--- src/rtl/condicionador_pkg.sv ---
// condicionador_pkg: shared types and constants for the calculator
// input conditioner (state encoding and default debounce sizing).
package condicionador_pkg;

   localparam int DEB_CYCLES_DEF = 250000;
   localparam int CNT_W_DEF      = 18;
   localparam int SW_W           = 4;
   localparam int NP_W           = 8;

   typedef enum logic [1:0] {
      ST_IDLE       = 2'd0,
      ST_DB_PRESS   = 2'd1,
      ST_HELD       = 2'd2,
      ST_DB_RELEASE = 2'd3
   } estado_t;

   // The button counts as down while held or while a release is pending.
   function automatic logic nivel_alto(input estado_t st);
      return (st == ST_HELD) || (st == ST_DB_RELEASE);
   endfunction

endpackage

--- src/rtl/sincronizador.sv ---
// sincronizador: two-flop synchroniser with asynchronous active-low clear.
// Bits are synchronised independently; no logic between the two stages.
module sincronizador #(
   parameter int W = 5
) (
   input  logic         clk,
   input  logic         rst,
   input  logic [W-1:0] d,
   output logic [W-1:0] q
);

   logic [W-1:0] meta;

   always_ff @(posedge clk or negedge rst) begin
      if (!rst) begin
         meta <= '0;
         q    <= '0;
      end else begin
         meta <= d;
         q    <= meta;
      end
   end

endmodule

--- src/rtl/condicionador_entrada.sv ---
// condicionador_entrada: synchronises switches and button, debounces the
// button and emits one instruction pulse plus a latched operand per press.
module condicionador_entrada
   import condicionador_pkg::*;
#(
   parameter int DEB_CYCLES = DEB_CYCLES_DEF,
   parameter int CNT_W      = CNT_W_DEF
) (
   input  logic            clk,
   input  logic            rst,
   input  logic            btn_raw,
   input  logic [SW_W-1:0] sw_raw,
   output logic [SW_W-1:0] dados,
   output logic            instrucao,
   output logic            btn_nivel,
   output logic [NP_W-1:0] n_press
);

   localparam logic [CNT_W-1:0] CNT_MAX = CNT_W'(DEB_CYCLES - 1);

   logic            btn_s;
   logic [SW_W-1:0] sw_s;
   estado_t         state;
   logic [CNT_W-1:0] cnt;

   sincronizador #(
      .W (SW_W + 1)
   ) u_sync (
      .clk (clk),
      .rst (rst),
      .d   ({btn_raw, sw_raw}),
      .q   ({btn_s, sw_s})
   );

   always_ff @(posedge clk or negedge rst) begin
      if (!rst) begin
         state     <= ST_IDLE;
         cnt       <= '0;
         dados     <= '0;
         instrucao <= 1'b0;
         n_press   <= '0;
      end else begin
         instrucao <= 1'b0;
         unique case (state)
            ST_IDLE: begin
               if (btn_s) begin
                  state <= ST_DB_PRESS;
                  cnt   <= '0;
               end
            end
            ST_DB_PRESS: begin
               if (!btn_s) begin
                  state <= ST_IDLE;
                  cnt   <= '0;
               end else if (cnt == CNT_MAX) begin
                  // Commit: pulse and operand capture share this edge.
                  state     <= ST_HELD;
                  instrucao <= 1'b1;
                  dados     <= sw_s;
                  n_press   <= n_press + 1'b1;
               end else begin
                  cnt <= cnt + 1'b1;
               end
            end
            ST_HELD: begin
               if (!btn_s) begin
                  state <= ST_DB_RELEASE;
                  cnt   <= '0;
               end
            end
            ST_DB_RELEASE: begin
               if (btn_s) begin
                  state <= ST_HELD;
                  cnt   <= '0;
               end else if (cnt == CNT_MAX) begin
                  state <= ST_IDLE;
               end else begin
                  cnt <= cnt + 1'b1;
               end
            end
            default: begin
               state <= ST_IDLE;
               cnt   <= '0;
            end
         endcase
      end
   end

   assign btn_nivel = nivel_alto(state);

endmodule

--- config.mk ---
export PLATFORM = sky130hd
export DESIGN_NAME = condicionador_entrada
export DESIGN_NICKNAME = d
export VERILOG_FILES = /design/src/rtl/condicionador_pkg.sv /design/src/rtl/sincronizador.sv /design/src/rtl/condicionador_entrada.sv
export SDC_FILE = /design/constraint.sdc
export NUM_CORES = 1
export LEC_CHECK = 0
export ABC_AREA = 0
export BUFFER_PORTS_ARGS = -buffer_cell sky130_fd_sc_hd__buf_2
export CORE_MARGIN = 5
export CORE_UTILIZATION = 57
export DETAILED_ROUTE_END_ITERATION = 6
export HOLD_SLACK_MARGIN = 0.05
export PLACE_DENSITY = 0.78
export SLEW_MARGIN = 10
export SYNTH_ARGS = -nofsm -noshare
export SYNTH_HDL_FRONTEND = slang
export SYNTH_HIERARCHICAL = 1
export SYNTH_SLANG_ARGS = --single-unit
--- constraint.sdc ---
create_clock -name clk -period 2.46 [get_ports clk]
set_clock_uncertainty 0.1 [all_clocks]
set_input_delay 0.246 -clock clk [delete_from_list [all_inputs] [get_ports clk]]
set_output_delay 0.246 -clock clk [all_outputs]
set_load 0.1 [all_outputs]
---- After elaboration in Yosys (flattened, before gate mapping) ----
Index checks and enable logic that the tools add are counted.
storage, ports and cells
  register bits ........................... 43
  bits of input ports ..................... 7
  output and inout port bits .............. 14
  word-level logic and storage cells ...... 38
cells by class
  add/subtract/negate cells ............... 2
  equal/unequal tests ..................... 8
  multiplexer cells ....................... 16
  reductions and logical operators ........ 5
operators with widths
  kind                                                  number
  2-to-1 mux 18 bit                                     5
  case mux 18 bit (4 select lines)                      1
  adder 18 x 1 -> 18 bit (second input constant)        1
  equality test 18 bit (second input constant)          1
  2-to-1 mux 2 bit                                      6
  adder 8 x 1 -> 8 bit (second input constant)          1
  case mux 2 bit (4 select lines)                       1
  equality test 2 bit (second input constant)           2
  AND reduction 4 bit                                   1
  2-to-1 mux 1 bit                                      3
  != test 3 x 2 -> 1 bit (second input constant)        1
  != test 3 bit (second input constant)                 1
  AND reduction 3 bit                                   1
  equality test 2 x 1 -> 1 bit (second input constant)  1
  logical NOT 2 bit                                     1
  != test 2 x 1 -> 1 bit (second input constant)        1
  != test 2 bit (second input constant)                 1
  AND reduction 2 bit                                   1
  logical OR 1 bit                                      1

---- Longest topological paths before layout ----
  depth in word-level cells ............... 4
  depth in mapped cells ................... 6
  gate-level depth less buffers ........... 5

---- By module ----
The synthesis kept the hierarchy.
by module, submodules not included
  module                 times used  cells an instance  area an instance (um^2)  sequential area each (um^2)
  condicionador_entrada  1           179                1771.7                   825.8
  sincronizador          1           10                 250.2                    250.2

---- Worst setup path after synthesis ----
No wires, ideal clock.
  path type ............................... register to register
  start ................................... register n_press[0]
  end ..................................... register n_press[6]
  setup time .............................. 162 ps
  arrival time ............................ 1707 ps
  data required time ...................... 2198 ps
  path slack .............................. 491 ps
  cell stages (with the launch flop) ...... 5
  buffers on the path ..................... 0
  period minus slack after synthesis ...... 1969 ps
  path through ............................ dfrtp_1 ha_1 nand4_1 nor4_1 xor2_1
between the ends
  longest elaborated chain between the ends .. 1
RTL lines
  what                      line                         source
  start: declaration        condicionador_entrada.sv:16  output logic [NP_W-1:0] n_press
  start signal: assignment  condicionador_entrada.sv:60  n_press <= n_press + 1'b1;
  adder 8 x 1 -> 8 bit      condicionador_entrada.sv:60
Every way passes these cells.
A chain may end at the register's enable or synchronous reset.

---- Worst setup path in the final report ----
  start ................................... register cnt[6]
  end ..................................... register dados[0]
between the ends
  longest elaborated chain between the ends .. 2
RTL lines
  what                                  line                         source
  start: declaration                    condicionador_entrada.sv:24  logic [CNT_W-1:0] cnt;
  start signal: assignment              condicionador_entrada.sv:62  cnt <= cnt + 1'b1;
  start signal: assignment              condicionador_entrada.sv:78  cnt <= cnt + 1'b1;
  equality test 18 bit                  condicionador_entrada.sv:55  end else if (cnt == CNT_MAX) begin
  AND reduction 3 bit (no source line)  -
  end signal: assignment                condicionador_entrada.sv:59  dados <= sw_s;
  end: declaration                      condicionador_entrada.sv:13  output logic [SW_W-1:0] dados,
Every way passes these cells.

==> impl_metrics.env <==
export IMPL_synth_main_ff_cell="dfrtp_1"
export IMPL_yosysTopAreaCell="dfrtp_1"
export IMPL_syn_area_per_cell_um2=10.7
export IMPL_tightest_slew_ns=0.938
export IMPL_ir_worst_vdd_v=0.000460
export IMPL_synth_fp_nets=198
export IMPL_setup_violations=0
export IMPL_detailed_place_hpwl_mm=2.82
export IMPL_syn_to_final_growth_pct=14.4
export IMPL_initial_core_util=0.597
export IMPL_start_kind="flop"
export IMPL_hold_end="u_sync/q[2]"
export IMPL_n_antenna_cell=0
export IMPL_ys_top_cells_by_area="dfrtp_1 53%, nand3_1 3.5%, xnor2_1 3.5%, xor2_1 3.5%, mux2_2 3.3%"
export IMPL_row_count=21
export IMPL_grt_max_degree=44
export IMPL_grt_total_usage=0.185
export IMPL_cts_sinks=43
export IMPL_die_h_um=69.6
export IMPL_rr_worst_depth=4
export IMPL_ant_nets=0
export IMPL_crit_chain="nor4b_1 > nand3b_1 > nor2_2 > mux2_2"
export IMPL_post_route_period_util=0.872
export IMPL_synthesis_area_um2=2020
export IMPL_drc=0
export IMPL_ys_ff_latch=43
export IMPL_yosysTopAreaCellShare=0.532
export IMPL_synth_compound_area_frac=0.0644
export IMPL_fin_nets=225
export IMPL_seqCellArea_um2=1080
export IMPL_cts_tree="done"
export IMPL_synth_area_mux_share=0.0483
export IMPL_r2r_start="cnt[6]"
export IMPL_wl_per_cell_um=15.8
export IMPL_fmax_ghz=0.466
export IMPL_synth_commonest_cells="43 x dfrtp_1, 16 x nand2_1, 14 x nand3_1"
export IMPL_cp_data_arrival_time_ns=2.31
export IMPL_dieArea_um2=4840
export IMPL_cpPeakStageDelay_ns=0.46
export IMPL_regToRegSetupSlack_ns=0.31
export IMPL_yosys_area_share_xor_xnor=0.0693
export IMPL_fin_crit_ns=2.15
export IMPL_synth_top_family_by_area="simple AND/OR/NAND/NOR gates"
export IMPL_crit_fanout=7
export IMPL_hold_start="u_sync/meta[2]"
export IMPL_clock_root_buffer="clkbuf_4"
export IMPL_leakagePower_nw=1.08
export IMPL_synth_simple_gate_area_frac=0.248
export IMPL_drt_iter0_drc=127
export IMPL_timing_hold_ws_ns=0.265
export IMPL_pre_cts_ws_ns=0.366
export IMPL_yosysSeqAreaShare=0.532
export IMPL_slew_headroom=0.370
export IMPL_dp_cells=249
export IMPL_hold_viol=0
export IMPL_post_route_util=0.683
export IMPL_status="complete, no violations"
export IMPL_synth_edf_count=0
export IMPL_worstReg2RegEnd="dados[0]"
export IMPL_yosys_warnings=6
export IMPL_io_pin_count=21
export IMPL_postCtsSetupBuffers=0
export IMPL_die_w_um=69.6
export IMPL_clkTransAtPathRegs_ns=0.14
export IMPL_crit_path_end_kind="flop"
export IMPL_grt_pass1_vias=1617
export IMPL_cts_max_level=2
export IMPL_yosys_area_share_adder=0.0124
export IMPL_cts_buffers=5
export IMPL_rsz0062_at_grt="no"
export IMPL_via_per_inst=6.03
export IMPL_dr_pass1_iters=4
export IMPL_critPathKind="flop to flop"
export IMPL_clkLatencyLatePin_ns=0.36
export IMPL_synth_most_common_cell="dfrtp_1"
export IMPL_fillerInstances=248
export IMPL_routabilityCongestion=0.807
export IMPL_grt_pass1_wl_mm=7.28
export IMPL_drive_above_1_share=0.194
export IMPL_stdcell_count=263
export IMPL_hold_depth=0
export IMPL_crit_path_top_delay_cell="dfrtp_1"
export IMPL_port_buffers=20
export IMPL_async_flop_share=1.00
export IMPL_multi_input_area_um2=893
export IMPL_hold_class="flop to flop"
export IMPL_cap_violations=0
export IMPL_routed_wl_mm=4.15
export IMPL_setup_ws_ns=0.315
export IMPL_max_clock_path_buffers=2
export IMPL_required_ns=2.62
export IMPL_drv_slew=0
export IMPL_antenna_found_initial=0
export IMPL_grt_ovfl_total=0
export IMPL_synth_cell_types=37
export IMPL_p_per_area_nw_per_um2=544
export IMPL_synthCells=189
export IMPL_core_area_um2=3390
export IMPL_setup_tns_final_ns=0
export IMPL_vias=1585
per-stage QoR:
stage	area (µm²)	total power, W
6_report	2310	0.00126
5_1_grt	2310	0.00131
4_1_cts	2310	0.00127
3_5_place_dp	2170	0.000806
3_3_place_gp	2170	0.000802
2_1_floorplan	2020	0.000774
final cells by class:
type | count | share of cell area
clock buffer | 5 | 0.0162
clock inverter | 3 | 0.0206
multi-input combinational | 133 | 0.386
timing repair buffer | 30 | 0.0822
inverter | 3 | 0.00487
sequential | 43 | 0.465
tap | 46 | 0.0249
worst max-delay path, delay by kind of cell, from the launching register on:
family / cells / cell delay [ns]
mux: 1 / 0.38
simple gates: 3 / 1.09
flops: 1 / 0.46
state kept, by name (all words and copies together) (netlist names), named ones only:
| signal | cells |
|---|---|
| u_sync/q | 5 |
| dados | 4 |
| u_sync/meta | 5 |
| state | 1 |
| n_press | 8 |
| cnt | 18 |
| instrucao | 1 |
layer usage:
layer	part of all wire	routed length, µm	global-route usage
met2	0.53	2180	0.316
met5	0	0	0
met4	0.013	55	0.0738
met3	0.051	213	0.0449
met1	0.41	1700	0.225
layout by cell type, fill, tap and decap left out, types with 3 or more instances in the layout:
cell type      netlist  final
mux2_2               6      6
nor3_1               7      7
nor4_1               6      6
buf_2                3     20
nand3b_1             3      3
nand4_1              8      8
mux2i_1              3      3
or4_1                8      8
clkbuf_4             0      5
nor2_1               6      6
nand2b_1             3      3
a21oi_1              4      4
nand2_1             16     16
inv_1                3      3
dlygate4sd3_1        0      6
xnor2_1              8      8
xor2_1               8      8
and4_1               4      4
buf_4                0      4
dfrtp_1             43     43
o211ai_1             6      6
o21ai_0              3      3
nand3_1             14     14
worst max-delay path by stage:
stage                     depth (start not counted)          to       start
final                                             4    dados[0]      cnt[6]
after global routing                              4  n_press[1]      cnt[9]
after CTS                                         4    dados[0]      cnt[6]
after detailed placement                          4    dados[0]      cnt[6]
after global placement                            4    dados[3]     cnt[10]
after floorplan                                   4  n_press[6]  n_press[0]
cells by family (layout without fill, tap and decap cells):
group,count (synthesis),count (layout)
flops,43,43
buf+inv,13,41
xor+xnor,16,16
compound gates,19,19
fa+ha+maj,2,2
simple gates,87,87
mux,9,9
timing repair:
item,4_1_cts,5_1_grt
resized for setup,0,0
hold buffers,6,0
hold endpoints to repair,48,0
setup endpoints to repair,0,0
where the power goes:
part           total (W)  leakage, nW  switching, W  internal [W]
registers       0.000731        0.574     0.0000109      0.000720
logic          0.0000687        0.459     0.0000424     0.0000263
clock network   0.000458       0.0458      0.000239      0.000219
Power figures use the tool's default switching activity.
